$ cat src/rtl/adder_error_monitor.sv
// Window error statistics for exact vs approximate adder results.
// Optional squared-error accumulation: define ERR_SQ_EN.
module adder_error_monitor #(
  parameter int N     = 16,
  parameter int LOG_W = 8
) (
  input  logic               clk,
  input  logic               rst_n,
  input  logic               clr,
  input  logic               in_valid,
  output logic               in_ready,
  input  logic [N:0]         EXACT,
  input  logic [N:0]         APPROX,
  output logic               out_valid,
  input  logic               out_ready,
  output logic [LOG_W:0]     ERR_CNT,
  output logic [N+LOG_W:0]   ED_SUM,
`ifdef ERR_SQ_EN
  output logic [N:0]         ED_MAX,
  output logic [2*N+1+LOG_W:0] SQ_SUM
`else
  output logic [N:0]         ED_MAX
`endif
);

  typedef enum logic {
    ACCUM  = 1'b0,
    REPORT = 1'b1
  } state_t;

  state_t r_state;
  state_t w_state_nxt;

  logic [LOG_W-1:0]   r_win;
  logic [LOG_W:0]     r_cnt_acc;
  logic [N+LOG_W:0]   r_sum_acc;
  logic [N:0]         r_max_acc;
  logic [LOG_W:0]     r_err_cnt;
  logic [N+LOG_W:0]   r_ed_sum;
  logic [N:0]         r_ed_max;

  logic [N:0]         w_ed;
  logic               w_nz;
  logic               w_accept;
  logic               w_last;
  logic [LOG_W:0]     w_cnt_nxt;
  logic [N+LOG_W:0]   w_sum_nxt;
  logic [N:0]         w_max_nxt;

  assign w_ed = (EXACT >= APPROX) ? (EXACT - APPROX)
                                  : (APPROX - EXACT);
  assign w_nz      = |w_ed;
  assign w_accept  = in_valid && (r_state == ACCUM) && !clr;
  assign w_last    = (r_win == '1);
  assign w_cnt_nxt = r_cnt_acc + (LOG_W+1)'(w_nz);
  assign w_sum_nxt = r_sum_acc + (N+1+LOG_W)'(w_ed);
  assign w_max_nxt = (w_ed > r_max_acc) ? w_ed : r_max_acc;

  assign in_ready  = (r_state == ACCUM);
  assign out_valid = (r_state == REPORT);
  assign ERR_CNT   = r_err_cnt;
  assign ED_SUM    = r_ed_sum;
  assign ED_MAX    = r_ed_max;

  always_comb begin
    w_state_nxt = r_state;
    if (clr) begin
      w_state_nxt = ACCUM;
    end else begin
      unique case (r_state)
        ACCUM:  if (w_accept && w_last) w_state_nxt = REPORT;
        REPORT: if (out_ready) w_state_nxt = ACCUM;
        default: w_state_nxt = ACCUM;
      endcase
    end
  end

  always_ff @(posedge clk or negedge rst_n) begin
    if (!rst_n) r_state <= ACCUM;
    else        r_state <= w_state_nxt;
  end

  always_ff @(posedge clk or negedge rst_n) begin
    if (!rst_n) begin
      r_win     <= '0;
      r_cnt_acc <= '0;
      r_sum_acc <= '0;
      r_max_acc <= '0;
      r_err_cnt <= '0;
      r_ed_sum  <= '0;
      r_ed_max  <= '0;
    end else if (clr) begin
      r_win     <= '0;
      r_cnt_acc <= '0;
      r_sum_acc <= '0;
      r_max_acc <= '0;
    end else if (w_accept) begin
      if (w_last) begin
        // result leaves with this sample folded in
        r_err_cnt <= w_cnt_nxt;
        r_ed_sum  <= w_sum_nxt;
        r_ed_max  <= w_max_nxt;
        r_win     <= '0;
        r_cnt_acc <= '0;
        r_sum_acc <= '0;
        r_max_acc <= '0;
      end else begin
        r_win     <= r_win + LOG_W'(1);
        r_cnt_acc <= w_cnt_nxt;
        r_sum_acc <= w_sum_nxt;
        r_max_acc <= w_max_nxt;
      end
    end
  end

`ifdef ERR_SQ_EN
  logic [2*N+1:0]       w_sq;
  logic [2*N+1+LOG_W:0] w_sq_nxt;
  logic [2*N+1+LOG_W:0] r_sq_acc;
  logic [2*N+1+LOG_W:0] r_sq_sum;

  assign w_sq     = {{(N+1){1'b0}}, w_ed} * {{(N+1){1'b0}}, w_ed};
  assign w_sq_nxt = r_sq_acc + (2*N+2+LOG_W)'(w_sq);
  assign SQ_SUM   = r_sq_sum;

  always_ff @(posedge clk or negedge rst_n) begin
    if (!rst_n) begin
      r_sq_acc <= '0;
      r_sq_sum <= '0;
    end else if (clr) begin
      r_sq_acc <= '0;
    end else if (w_accept) begin
      if (w_last) begin
        r_sq_sum <= w_sq_nxt;
        r_sq_acc <= '0;
      end else begin
        r_sq_acc <= w_sq_nxt;
      end
    end
  end
`endif

endmodule
$ cat config.mk
export PLATFORM = sky130hd
export DESIGN_NAME = adder_error_monitor
export DESIGN_NICKNAME = d
export VERILOG_FILES = /design/src/rtl/adder_error_monitor.sv
export SDC_FILE = /design/constraint.sdc
export NUM_CORES = 1
export LEC_CHECK = 0
export CAP_MARGIN = 10
export CORE_MARGIN = 4
export CORE_UTILIZATION = 62
export DETAILED_ROUTE_END_ITERATION = 7
export HOLD_SLACK_MARGIN = 0.02
export PLACE_DENSITY = 0.87
export SYNTH_ARGS = -nofsm -noshare
export SYNTH_HDL_FRONTEND = slang
export SYNTH_SLANG_ARGS = --single-unit
$ cat constraint.sdc
create_clock -name clk -period 5.6 [get_ports clk]
set_input_delay 1.68 -clock clk [delete_from_list [all_inputs] [get_ports clk]]
set_output_delay 1.68 -clock clk [all_outputs]
set_load 0.02 [all_outputs]
==> run summary, run 1 <==
The tools report the detailed placement HPWL as 19.5 mm. 92 I/O pins were placed. Once the floorplan was initialized, standard cells occupied 63.3% of the core.

Each instance of the synthesized netlist takes up on average 8.80 um^2. The net count after synthesis is 1,024. Once placement finished, the instance area stood at 10,500 um^2. The last worst endpoint in the global-route repair_timing was r_cnt_acc[8]$_DFFE_PN0P_/D.

The number of warnings printed during yosys synthesis is 0. The H-tree was split into 3 levels. The tool reported: "[ERROR DPL-0038] Utilization greater than 100%, impossible to legalize".

The clock passes through at most 2 buffers. The tools report the TritonCTS buffer count as 9. The vertical extent of the die came out at 122 um.

The tree is rooted in a clkbuf_16. Hold repair after CTS inserted 0 buffers. Yosys mapped a number of flops with a built-in enable equal to 0. The distinct cell type count of the synthesized netlist was 71; the proportion of synthesized chip area in sequential cells was 34.6%.

The flop and latch count out of synthesis was 111. The classification of the worst endpoint was a sequential cell input. At the end of routability-driven placement, the weighted congestion stood at 0.964. The initialized floorplan defines 41 standard-cell rows.

For this design, the sink count on the clock tree is 111. Measured along the x axis, the die boundary spans 122 um. The cell area after technology mapping came out at 8030 um^2. The flow did not finish. The main flop type after synthesis was dfrtp_1.

The number of buffer cells added on primary ports was 91. The gate count of the mapped netlist came out at 912. Counting flops with an async set or reset pin after synthesis yields a share of 100%. Prior to clock tree synthesis, the placed netlist has a worst setup slack of -1.27 ns.

The run gives 65 as the largest net degree at the start of global routing. Progress stopped at 5_1_grt.
[metrics by stage]
| stage | cells | TNS [ns] | hold WS, ns |
|---|---|---|---|
| CTS | 1393 | -3.93 | 0.479 |
| floorplan | 912 | -1.48 | 0.466 |
| global placement | 1313 | -68.96 | 0.458 |
| detailed placement | 1313 | -86.82 | 0.461 |
[synth_stat cells (6+ instances only)]
cell        n  area, um^2
xor2_1      9        78.8
mux2i_1    18         180
clkbuf_1   31         116
nand4_1    11        68.8
o31ai_1     7        52.6
a211oi_1    8        60.1
o21ai_0    81         405
a31oi_1    14        87.6
and3_1     19         119
xnor2_1    25         219
o21a_1      7        52.6
and2_1      8        50.1
a21oi_1    46         230
ha_1       70         876
buf_4       9        67.6
mux2_2      8        90.1
nor3_1     19        95.1
or2_2       8        50.1
nor4_1     11        68.8
nand2b_1    8        50.1
a21boi_0    6        45.0
a21o_1     37         278
or3_1       6        37.5
nand2_1   114         428
dfrtp_1   111        2780
inv_1      62         233
nand3_1    20         100
a22o_1     33         289
nor2_1     27         101
[logic make-up after synthesis]
kind of cell,synth area share [%]
DFF,34.6
AOI/OAI and AO/OA,24.2
muxes,3.55
and+or+nand+nor,16.7
adders and majority gates,11.7
buffers and inverters,5.66
xor gates and xnor gates,3.71
[repair_timing]
item	in CTS
buffers inserted	64
setup endpoints to repair	88
cloned	2
resized for setup	282
pin swaps	99
==> run 2, diff against run 1 <==
CORE_UTILIZATION = 40   (was 62)
HOLD_SLACK_MARGIN = not set   (was 0.02)
PLACE_DENSITY = not set   (was 0.87)
PLACE_DENSITY_LB_ADDON = 0.15   (was not set)
==> run 2 against run 1 <==
Against the previous run:
- the flow now finishes, with violations (negative setup slack)
- synthesized cell count is the same
- area after synthesis is the same
==> run summary, run 2 <==
The flow ran to the end, but the final reports show violations. The final reports fail on negative setup slack. At the end of the flow, the number of nets in the layout was 1,356.

The number of buffer cells added on primary ports came out at 91 (unchanged). For the number of filler cells placed in the layout, the log shows 1,589. The count of nets left with antenna violations once routing finished came out at 0. Hold timing on the final database bottoms out at a slack of 0.473 ns. For the worst-skew pair, the clock arrives at the later sink with an insertion delay of 0.36 ns. TritonCTS built the clock tree. The run gives 0 as the initial antenna violation count.

Global routing finished with a remaining overflow of 0. The tool flagged a number of max-cap violations equal to 0. In the synthesized netlist the dominant register cell turns out to be dfrtp_1.

The count of endpoints failing hold in the final timing report was 0. The startpoint of the worst-slack reg-to-reg timing path was r_max_acc[2]. The startpoint type of the worst setup path is an input pin.

For the violation count after the first detailed-routing iteration, the log shows 373. The multiplexer fraction of the synthesized cell area works out to 3.55% (unchanged). By area, the combinational part of the netlist is dominated by compound AO/OA/AOI/OAI gates. The number of cells on the worst reg-to-reg path is 14, and the average detailed-routed wire length per instance is 17.2 um.

The die covers 22,400 um^2. From synthesis to final layout, the design area changed by 62.4%. The flop and latch count out of synthesis works out to 111 (unchanged). Setup slack on the worst reg-to-reg path comes out at 2.76 ns. The overall track demand over capacity in global routing is 22.8%. The tools report the initial standard-cell utilization of the core as 41.0% (-22 points). Sorting the synthesized cells by how often they occur yields 114 x nand2_1, 111 x dfrtp_1, 81 x o21ai_0.

The adder and majority gate portion of the synthesized area came out at 11.7% (unchanged). In this run the worst hold path is classified as reg -> reg. The logs give 71 (unchanged) for the distinct cell type count of the synthesized netlist and -0.262 ns for the worst setup slack after layout. Gate count of the mapped netlist: 912 (unchanged). The net count after synthesis came out at 1,024 (unchanged). Measured on the finished design, the core utilization comes to 66.5%. The run gives 92 (unchanged) as the I/O pin count. The run gives 3.88 mW as the total power of the final layout.

Leaving out fill and tap cells, the most frequent cells in the layout are 237 x buf_4, 111 x dfrtp_1, 105 x nand2_1, 56 x clkdlybuf4s50_1, 45 x inv_1. The worst register-to-register path ends at ED_MAX[8]. After routing the design area is 13,000 um^2. The run gives 26.1 mm as the total wire length. Leading cell type by number of instances after synthesis: nand2_1. The number of max-slew violations in the final report is 0. The tools report the first-pass GRT wire length as 41.2 mm.

For the number of global-route vias before repair, the log shows 8,355. The run gives 51 (+24%) as the number of standard-cell rows in the floorplan. The tools report the critical path data arrival time as 6.11 ns. The detailed placement HPWL was 18.2 mm (-6.6%).

The number of detailed-route iterations in the first pass is 4. The capturing element type of the critical path was a flop. Entering global routing, the biggest net connects 65 pins. The launch point of the critical path was EXACT[2]. The detailed-route vias per instance was 5.41; the clock net sink count was 111 (unchanged). Number of buffers added to fix hold violations after cts: 0 (unchanged).

The run gives 0 (unchanged) as the number of warnings printed during yosys synthesis. Fraction of the mapped netlist area in simple logic gates: 16.7% (unchanged). The depth of the CTS H-tree is 3 (unchanged), and the average size of a mapped cell is 8.80 um^2 (unchanged).

For this run, the top clock speed supported by timing is 0.171 GHz. Of the cells placed in the final design, the portion with a size suffix greater than 1 is 42.8%. The number of antenna diodes in the final layout is 0.

The measured slew at the worst slew-check pin came out at 1.14 ns. Setup repair after global routing could not meet its margin everywhere. The horizontal extent of the die is 150 um (+23%), and the final RePlAce weighted congestion is 0.900 (-6.7%). Leaving out fill and tap cells, the most frequent cell in the layout is buf_4. Across all layers, the routed design uses 8,192 vias.

The setup violation total in the final timing report is 53. The final total negative setup slack was -7.03 ns; the number of synthesized flops with an enable pin was 0 (unchanged). Maximum fanout encountered on the critical timing path: 5. The type of the worst setup path is in -> reg.

The root buffer cell chosen for the clock tree is clkbuf_16. The total placed instance area came out at 10,700 um^2 (+1.9%). The share of flip-flops with an asynchronous set or reset after synthesis is 100% (unchanged), and the compound-cell area share of the yosys netlist is 24.2% (unchanged). The largest total area in the synthesized netlist belongs to dfrtp_1. For the cell area after technology mapping, the log shows 8030 um^2 (unchanged). For this design the ratio of total power to cell area is 297 nW/um^2.

Data on the critical path is required at its endpoint by 5.84 ns. The worst setup skew after layout was 0.0120 ns; the vertical extent of the die was 150 um (+23%). For this design the static power due to leakage is 6.01 nW.

The run gives 2 (unchanged) as the maximum buffer depth of the clock tree. The final period demand of the worst path works out to 5.86 ns. The final critical path takes up 105% of the cycle. The worst voltage drop across the vdd grid was 0.209 mV. The proportion of synthesized chip area in sequential cells is 34.6% (unchanged).

Measured against its own limit, the worst slew margin works out to 24.0%. The portion of synthesized cell area occupied by the leading cell type is 34.6% (unchanged). Following the worst setup path forward leads to its endpoint at r_cnt_acc[8]. The run gives 9 (unchanged) as the TritonCTS buffer count. The CTS clock-pin slew for the worst setup and hold paths came out at 0.07 ns. For this run, design rule violations remaining after detail routing come to 0. The total area inside the core boundary comes to 19,600 um^2. The area share of xor/xnor cells in the synthesized design is 3.71% (unchanged). By area the synthesized netlist is led by dfrtp_1 35%, ha_1 11%, nand2_1 5.3%, o21ai_0 5.1%, a22o_1 3.6%.
## run 2: cell counts after synthesis
Identical to the previous run, type by type.
## run 2: critical path: stages
cell	delay (ns)
buf_8	0.07
inv_4	0.03
ha_4	0.26
nand3b_1	0.13
a2111o_1	0.47
buf_6	0.14
a31oi_4	0.16
o211ai_1	0.24
buf_4	0.22
a22oi_2	0.19
a211oi_2	0.08
or3b_1	0.39
or4b_4	0.49
or4_4	0.47
ha_4	0.20
ha_4	0.15
and3_4	0.17
and3_4	0.20
nand3_4	0.09
xnor2_2	0.07
a22o_1	0.18
## run 2: worst min-delay path by stage
stage          slack, ns         end  depth (start not counted)        from
6_report            0.47  ED_SUM[15]                          2  ED_SUM[15]
3_5_place_dp        0.46  ED_SUM[15]                          2  ED_SUM[15]
2_1_floorplan       0.47    r_win[3]                          1    r_win[3]
3_3_place_gp        0.46  ED_SUM[13]                          2  ED_SUM[13]
5_1_grt             0.50  ED_SUM[24]                          2  ED_SUM[24]
4_1_cts             0.48  ED_SUM[15]                          2  ED_SUM[15]
## run 2: routing by layer
| metal | vias up | routed length, um | global-route usage, % |
|---|---|---|---|
| met2 | 214 | 13300 | 40.8 |
| met1 | 3944 | 10800 | 27.9 |
| li1 | 3971 | - | - |
| met4 | 0 | 962 | 10.3 |
| met5 | - | 0 | 0 |
| met3 | 63 | 958 | 1.73 |
## run 2: final cells by class
| cell class | instances | area [um^2] | share of cell area [%] |
|---|---|---|---|
| multi-input combinational | 694 | 6230 | 47.8 |
| sequential | 111 | 2780 | 21.3 |
| tap | 265 | 332 | 2.54 |
| clock buffer | 9 | 225 | 1.73 |
| inverter | 62 | 250 | 1.92 |
| clock inverter | 7 | 100 | 0.768 |
| timing repair buffer | 366 | 3120 | 24.0 |
## run 2: power by group
| group | internal, mW | switching, mW | leakage, nW | total [mW] |
|---|---|---|---|---|
| Sequential | 0.868 | 0.0726 | 1.53 | 0.941 |
| Clock | 0.399 | 0.318 | 0.161 | 0.716 |
| Combinational | 1.17 | 1.05 | 4.32 | 2.22 |
## run 2: stage by stage
stage / setup slack (ns) / cells
4_1_cts: -0.253 / 1497
6_report: -0.262 / 1514
3_5_place_dp: -1.31 / 1415
3_3_place_gp: -1.20 / 1415
2_1_floorplan: -0.116 / 912
5_1_grt: -0.380 / 1514
## run 2: kinds of logic after synthesis
kind of cell,after synthesis
flip-flops,111
adder cells (fa/ha/maj),73
buffers and inverters,108
AO/OA/AOI/OAI,288
XOR/XNOR,34
AND/OR/NAND/NOR,271
multiplexers,27
## run 2: what timing repair did
item	4_1_cts	5_1_grt
setup endpoints to repair	87	78
pin swaps	89	65
cloned	2	0
resized for setup	284	113
setup buffers	64	24
(Power assumes the default switching activity.)
